==> src/rtl/regfile_wb_arbiter.sv <==
// Two-port writeback arbiter for the register file's single write port.
// Each requester owns a one-entry holding slot; same-address writes commit in arrival order.
module regfile_wb_arbiter #(
    parameter int ADDR_W = 5,
    parameter int DATA_W = 32,
    parameter int RR     = 1
) (
    input  logic              clk,
    input  logic              rst_n,
    input  logic              v0,
    output logic              rdy0,
    input  logic [ADDR_W-1:0] addr0,
    input  logic [DATA_W-1:0] data0,
    input  logic              v1,
    output logic              rdy1,
    input  logic [ADDR_W-1:0] addr1,
    input  logic [DATA_W-1:0] data1,
    input  logic [ADDR_W-1:0] a1,
    input  logic [ADDR_W-1:0] a2,
    output logic              we3,
    output logic [ADDR_W-1:0] a3,
    output logic [DATA_W-1:0] wd3,
    output logic              haz1,
    output logic              haz2
);

    localparam bit RR_EN = (RR != 0);

    logic              s0_v, s1_v;
    logic [ADDR_W-1:0] s0_a, s1_a;
    logic [DATA_W-1:0] s0_d, s1_d;
    // age = 1: slot 1 is the older entry; lg = 1: port 1 was granted last
    logic              age;
    logic              lg;
    logic              g0, g1;
    logic              ld0, ld1;

    // Grant depends on slot state only, so rdy never combinationally loops through the inputs.
    always_comb begin
        g0 = 1'b0;
        g1 = 1'b0;
        if (s0_v && s1_v) begin
            if (s0_a == s1_a) begin
                g0 = !age;
                g1 = age;
            end else if (RR_EN) begin
                g0 = lg;
                g1 = !lg;
            end else begin
                g0 = 1'b1;
            end
        end else begin
            g0 = s0_v;
            g1 = s1_v;
        end
    end

    assign rdy0 = !s0_v || g0;
    assign rdy1 = !s1_v || g1;
    assign ld0  = v0 && rdy0 && (addr0 != '0);
    assign ld1  = v1 && rdy1 && (addr1 != '0);

    assign we3 = g0 || g1;
    assign a3  = g0 ? s0_a : (g1 ? s1_a : '0);
    assign wd3 = g0 ? s0_d : (g1 ? s1_d : '0);

    // The slot being written this cycle still counts: the register file only sees it after the edge.
    assign haz1 = (a1 != '0) && ((s0_v && (s0_a == a1)) || (s1_v && (s1_a == a1)));
    assign haz2 = (a2 != '0) && ((s0_v && (s0_a == a2)) || (s1_v && (s1_a == a2)));

    always_ff @(posedge clk or negedge rst_n) begin
        if (!rst_n) begin
            s0_v <= 1'b0;
            s0_a <= '0;
            s0_d <= '0;
            s1_v <= 1'b0;
            s1_a <= '0;
            s1_d <= '0;
            age  <= 1'b0;
            lg   <= 1'b1;
        end else begin
            if (ld0) begin
                s0_v <= 1'b1;
                s0_a <= addr0;
                s0_d <= data0;
            end else if (g0) begin
                s0_v <= 1'b0;
            end
            if (ld1) begin
                s1_v <= 1'b1;
                s1_a <= addr1;
                s1_d <= data1;
            end else if (g1) begin
                s1_v <= 1'b0;
            end
            // A freshly loaded slot is younger than one left standing; on a double load port 0 is older.
            if (ld0 && !ld1) begin
                age <= 1'b1;
            end else if (ld1) begin
                age <= 1'b0;
            end
            if (we3) begin
                lg <= g1;
            end
        end
    end

endmodule

==> config.mk <==
export PLATFORM = sky130hd
export DESIGN_NAME = regfile_wb_arbiter
export DESIGN_NICKNAME = d
export VERILOG_FILES = /design/src/rtl/regfile_wb_arbiter.sv
export SDC_FILE = /design/constraint.sdc
export NUM_CORES = 1
export LEC_CHECK = 0
export ABC_AREA = 0
export CORE_MARGIN = 2
export CORE_UTILIZATION = 49
export DETAILED_ROUTE_END_ITERATION = 10
export PLACE_DENSITY = 0.86
export SLEW_MARGIN = 20
export SYNTH_ARGS = -nofsm -noshare
export SYNTH_HDL_FRONTEND = slang
export SYNTH_SLANG_ARGS = --single-unit
export TNS_END_PERCENT = 100
==> constraint.sdc <==
create_clock -name clk -period 6.9 [get_ports clk]
set_input_delay 1.725 -clock clk [delete_from_list [all_inputs] [get_ports clk]]
set_output_delay 1.725 -clock clk [all_outputs]
set_load 0.02 [all_outputs]
After elaboration in Yosys (flattened, before gate mapping)
Index checks and enable logic that the tools add are counted.
{"block": "word_totals", "regBits": 78, "elab_cells": 56}
{"block": "op_classes", "n_eq_ne": 5, "mux": 14, "reduce_logical": 29}
{"operator": "$mux 32", "n": 2}
{"operator": "$eq 5x5->1", "n": 5}
{"operator": "$reduce_bool 5->1", "n": 4}
{"operator": "$logic_and 1x1->1", "n": 12}
{"operator": "$mux 1", "n": 10}
{"operator": "$mux 5", "n": 2}
{"operator": "$reduce_bool 2->1", "n": 3}
{"operator": "$logic_not 1->1", "n": 5}
{"operator": "$logic_or 1x1->1", "n": 5}

Logic depth before layout (Yosys ltp)
{"block": "logic_depth", "word_depth": 9, "ltp_mapped": 8, "depth_no_buf": 5}

Least setup slack after synthesis
OpenSTA, ideal clock, no wires.
{"block": "synth_timing", "kind": "input to output", "start": "input port a1[0]", "end": "output port haz1", "arrival_ps": 2590, "t_required_ps": 5175, "path_slack_ps": 2585, "stages": 4, "n_path_buf": 0, "path_cell_list": "xor2_1 > nor4_1 > nand3_1 > a21oi_1"}
{"block": "synth_between", "elab_chain_cells": 4, "elab_cells_between_ends": 7, "classes_between": "2 x eq/ne; 5 x reduce/logical"}
{"item": "from (decl)", "line_no": "18", "source": "input logic [ADDR_W-1:0] a1,"}
{"item": "$eq 5x5->1", "line_no": "68", "source": "assign haz1 = (a1 != '0) && ((s0_v && (s0_a == a1)) || (s1_v && (s1_a == a1)));"}
{"item": "$logic_and 1x1->1", "line_no": "68"}
{"item": "$logic_or 1x1->1", "line_no": "68"}
{"item": "$logic_and 1x1->1 (*)", "line_no": "68"}
{"item": "to (decl)", "line_no": "23", "source": "output logic haz1,"}
Every way passes the cells marked *; elsewhere a longest branch is shown, timed or not.

Final worst setup path
{"block": "layout_timing", "start": "input port a2[3]", "end": "output port haz2"}
{"block": "layout_between", "elab_chain_cells": 4, "elab_cells_between_ends": 7, "classes_between": "2 x eq/ne; 5 x reduce/logical"}
{"item": "from (decl)", "line_no": "19", "source": "input logic [ADDR_W-1:0] a2,"}
{"item": "$eq 5x5->1", "line_no": "69", "source": "assign haz2 = (a2 != '0) && ((s0_v && (s0_a == a2)) || (s1_v && (s1_a == a2)));"}
{"item": "$logic_and 1x1->1", "line_no": "69"}
{"item": "$logic_or 1x1->1", "line_no": "69"}
{"item": "$logic_and 1x1->1 (*)", "line_no": "69"}
{"item": "to (decl)", "line_no": "24", "source": "output logic haz2"}
Marks and branches as above.

==> results.py <==
metrics = {
    "run_status": {
        "status": "finished clean",
    },
    "sta": {
        "postLayoutSetupSlackWorst_ns": 1.58,
        "min_period_ns": 5.32,
        "totalNegativeSetupSlack_ns": 0,
        "final.period_utilization_pct": 77.1,
        "final.hold.worst_slack_ns": 0.488,
        "final-max-slew-violation-count": 0,
        "fmax_mhz": 188,
        "transition_time_at_the_pin_with_the_least_slew_margin_ns": 0.980,
        "timing.max_slew.rel_slack_pct": 34.7,
        "clock_skew_ns": 0.00916,
        "finalSetupViolCount": 0,
        "hold_viol": 0,
        "rsz0062_at_grt": "false",
    },
    "min_path": {
        "whs_endpoint": "s1_d[23]",
        "min-delay-path-class": "flop to flop",
        "timing.hold.worst.start": "s1_d[23]",
        "worstHoldPathCells": 1,
    },
    "logic_synthesis": {
        "ys_ff_latch": 78,
        "synth_area_um2": 3790,
        "synth_fp_nets": 370,
        "count_of_flip_flops_with_a_built_in_enable_after_synthesis": 0,
        "synth.lib_cells_used.distinct": 35,
        "synth_ff_type": "sky130_fd_sc_hd__dfrtp_1",
        "ys_seq_area_share_pct": 51.6,
        "netlist_instances": 282,
        "synth-warning-count": 0,
        "syn_avg_cell_area_um2": 13.4,
        "async_flop_share_pct": 100,
    },
    "place": {
        "final_hpwl_dp_um": 6460,
        "placedInstanceArea_um2": 5150,
        "finalWeightedCongestion": 0.796,
        "place.port_buffers": 129,
        "dpl.cell_count": 500,
        "dp_worst_setup_slack_ns": 1.60,
    },
    "global_route": {
        "grt_pass1_wl_um": 14800,
        "total_overflow_reported_by_the_global_router": 0,
        "track_usage_pct": 22.6,
        "antenna_found_initial": 0,
        "via_count_of_the_first_global_routing_pass": 3062,
        "grt_start_max_net_pins": 79,
    },
    "critical_path": {
        "timing.critical_path.fanout_max": 3,
        "crit-reg2reg-launch": "s0_a[1]",
        "crit-reg2reg-capture": "s1_d[7]",
        "reg2reg_setup_slack_ns": 4.13,
        "crit_arrival_ns": 3.60,
        "timing.critical_path.to_type": "output port",
        "worst-setup-path-type": "input pin to output port",
        "timing.critical_path.required_ns": 5.18,
        "critical_path.startpoint_type": "input pin",
        "reg2reg_depth": 6,
    },
    "routing": {
        "drc": 0,
        "route.detailed.vias_per_inst": 5.49,
        "drt_pass1_iterations": 4,
        "drt-total-wl_um": 9120,
        "drc_violation_total_after_the_first_tritonroute_iteration": 107,
        "post_drt_wl_per_cell_um": 17.7,
        "ant_nets": 0,
        "vias": 2834,
    },
    "floorplanning": {
        "floorplan.rows": 32,
        "die_width_um": 91.9,
        "core_area_um2": 7610,
        "floorplan.initialDensity_pct": 49.8,
        "pin_count": 130,
        "die_height_um": 91.9,
        "floorplan.die_area_um2": 8450,
    },
    "cts": {
        "clock_transition_at_the_registers_of_the_reported_paths_ns": 0.07,
        "clock_insertion_delay_at_the_later_pin_of_the_skew_report_ns": 0.34,
        "cts-root-to-sink-buffers": 2,
        "tritoncts": "done",
        "cts_made_buffers": 9,
        "cts_sink_cnt": 78,
        "cts-root-buf": "sky130_fd_sc_hd__clkbuf_8",
        "post_cts.resized_instances": 0,
        "cts_hold_repair.buffers": 0,
        "postCtsSetupRepairBufs": 0,
        "clock_h_tree_levels": 3,
    },
    "cells_and_area": {
        "filler_cell_count": 546,
        "post-route-util_pct": 71.2,
        "post_route_standard_cell_area_excluding_fillers_um2": 5420,
        "layout.nets": 497,
        "layout.cells.most_common_list": "sky130_fd_sc_hd__clkdlybuf4s50_1, sky130_fd_sc_hd__dfrtp_1, sky130_fd_sc_hd__mux2_2",
        "insertedDiodeCount": 0,
        "layout_commonest_cell": "sky130_fd_sc_hd__clkdlybuf4s50_1",
        "finalNonFillerCells": 516,
        "area_growth_pct": 43.1,
        "drive_above_1_share_pct": 20.5,
    },
    "power": {
        "switching_power_summed_over_all_nets_mw": 0.783,
        "totalPowerFinal_mw": 2.22,
        "seq_power_share_pct": 32.1,
        "p_clk_share_pct": 20.3,
        "ir_worst_vdd_mv": 0.191,
        "share_comb_of_total_power_pct": 47.6,
        "power.leakage_nw": 2.19,
        "power_switching_share_pct": 35.2,
        "cellInternalPower_mw": 1.44,
        "power-per-cell-area_nw_per_um2": 410,
    },
    "job": {
        "drv_cap": 0,
    },
}
==> worst max-delay path by stage <==
stage | start | end | slack, ns | cells after the start
after floorplan | a1[0] | haz1 | 2.59 | 4
after global placement | a1[0] | haz1 | 1.70 | 6
after detailed placement | a1[0] | haz1 | 1.60 | 6
after CTS | a1[0] | haz1 | 1.60 | 6
after global routing | a1[0] | haz1 | 1.47 | 6
final | a2[3] | haz2 | 1.58 | 6
==> synth_stat cells (2+ instances only) <==
master,number,area share (%)
sky130_fd_sc_hd__clkbuf_1,3,0.30
sky130_fd_sc_hd__or4_1,4,0.79
sky130_fd_sc_hd__buf_6,9,2.7
sky130_fd_sc_hd__o21ai_0,2,0.26
sky130_fd_sc_hd__xnor2_1,8,1.9
sky130_fd_sc_hd__buf_4,2,0.40
sky130_fd_sc_hd__nand3_1,5,0.66
sky130_fd_sc_hd__xor2_1,16,3.7
sky130_fd_sc_hd__o32ai_1,2,0.46
sky130_fd_sc_hd__nor2_1,7,0.69
sky130_fd_sc_hd__mux2_2,52,15
sky130_fd_sc_hd__a21oi_1,2,0.26
sky130_fd_sc_hd__a22o_1,37,8.6
sky130_fd_sc_hd__mux2_1,20,5.9
sky130_fd_sc_hd__nand2_1,6,0.59
sky130_fd_sc_hd__dfrtp_1,77,51
sky130_fd_sc_hd__nor3_2,2,0.53
sky130_fd_sc_hd__nor4_1,5,0.83
sky130_fd_sc_hd__inv_1,4,0.40
sky130_fd_sc_hd__buf_2,4,0.53
==> power by group through the flow <==
stage / Clock [mW] / Combinational [mW] / Sequential [mW]
3_5_place_dp: 0 / 1.06 / 0.724
3_3_place_gp: 0 / 1.03 / 0.714
2_1_floorplan: 0 / 0.676 / 0.675
4_1_cts: 0.462 / 1.07 / 0.714
5_1_grt: 0.484 / 1.12 / 0.735
6_report: 0.450 / 1.06 / 0.715
==> sequential cells by signal, summed over array words and instances, names as in the netlist <==
name  flops
s0_d     32
s1_v      1
age       1
s0_a      5
s0_v      1
lg        1
s1_a      5
s1_d     32
==> metal layers <==
layer	global-route usage [%]	up-vias	wire length [um]
li1	-	1293	-
met1	28.0	1441	3830
met2	38.4	84	4710
met3	4.11	16	398
met4	10.2	0	186
met5	0	-	0
==> final cells by class <==
| type | count | area (um^2) | area share [%] |
|---|---|---|---|
| clock buffer | 11 | 141 | 2.61 |
| clock inverter | 5 | 129 | 2.38 |
| inverter | 4 | 15.0 | 0.277 |
| multi-input combinational | 181 | 1700 | 31.4 |
| sequential | 78 | 1950 | 36.0 |
| tap | 102 | 128 | 2.36 |
| timing repair buffer | 135 | 1350 | 24.9 |
==> worst max-delay path: stages <==
cell and delay [ns]:
sky130_fd_sc_hd__clkdlybuf4s50_1 0.48, sky130_fd_sc_hd__xor2_1 0.18, sky130_fd_sc_hd__nor4_1 0.29, sky130_fd_sc_hd__nand3_1 0.13
sky130_fd_sc_hd__a21oi_1 0.18, sky130_fd_sc_hd__clkdlybuf4s50_1 0.62
==> cell families after synthesis <==
family,after synthesis,share of synthesized area [%]
multiplexers,72,21.4
AO/OA/AOI/OAI,50,11.2
buffers and inverters,23,4.43
flip-flops,78,51.6
AND/OR/NAND/NOR,34,5.38
XOR/XNOR,25,5.98
(Power assumes the default switching activity.)
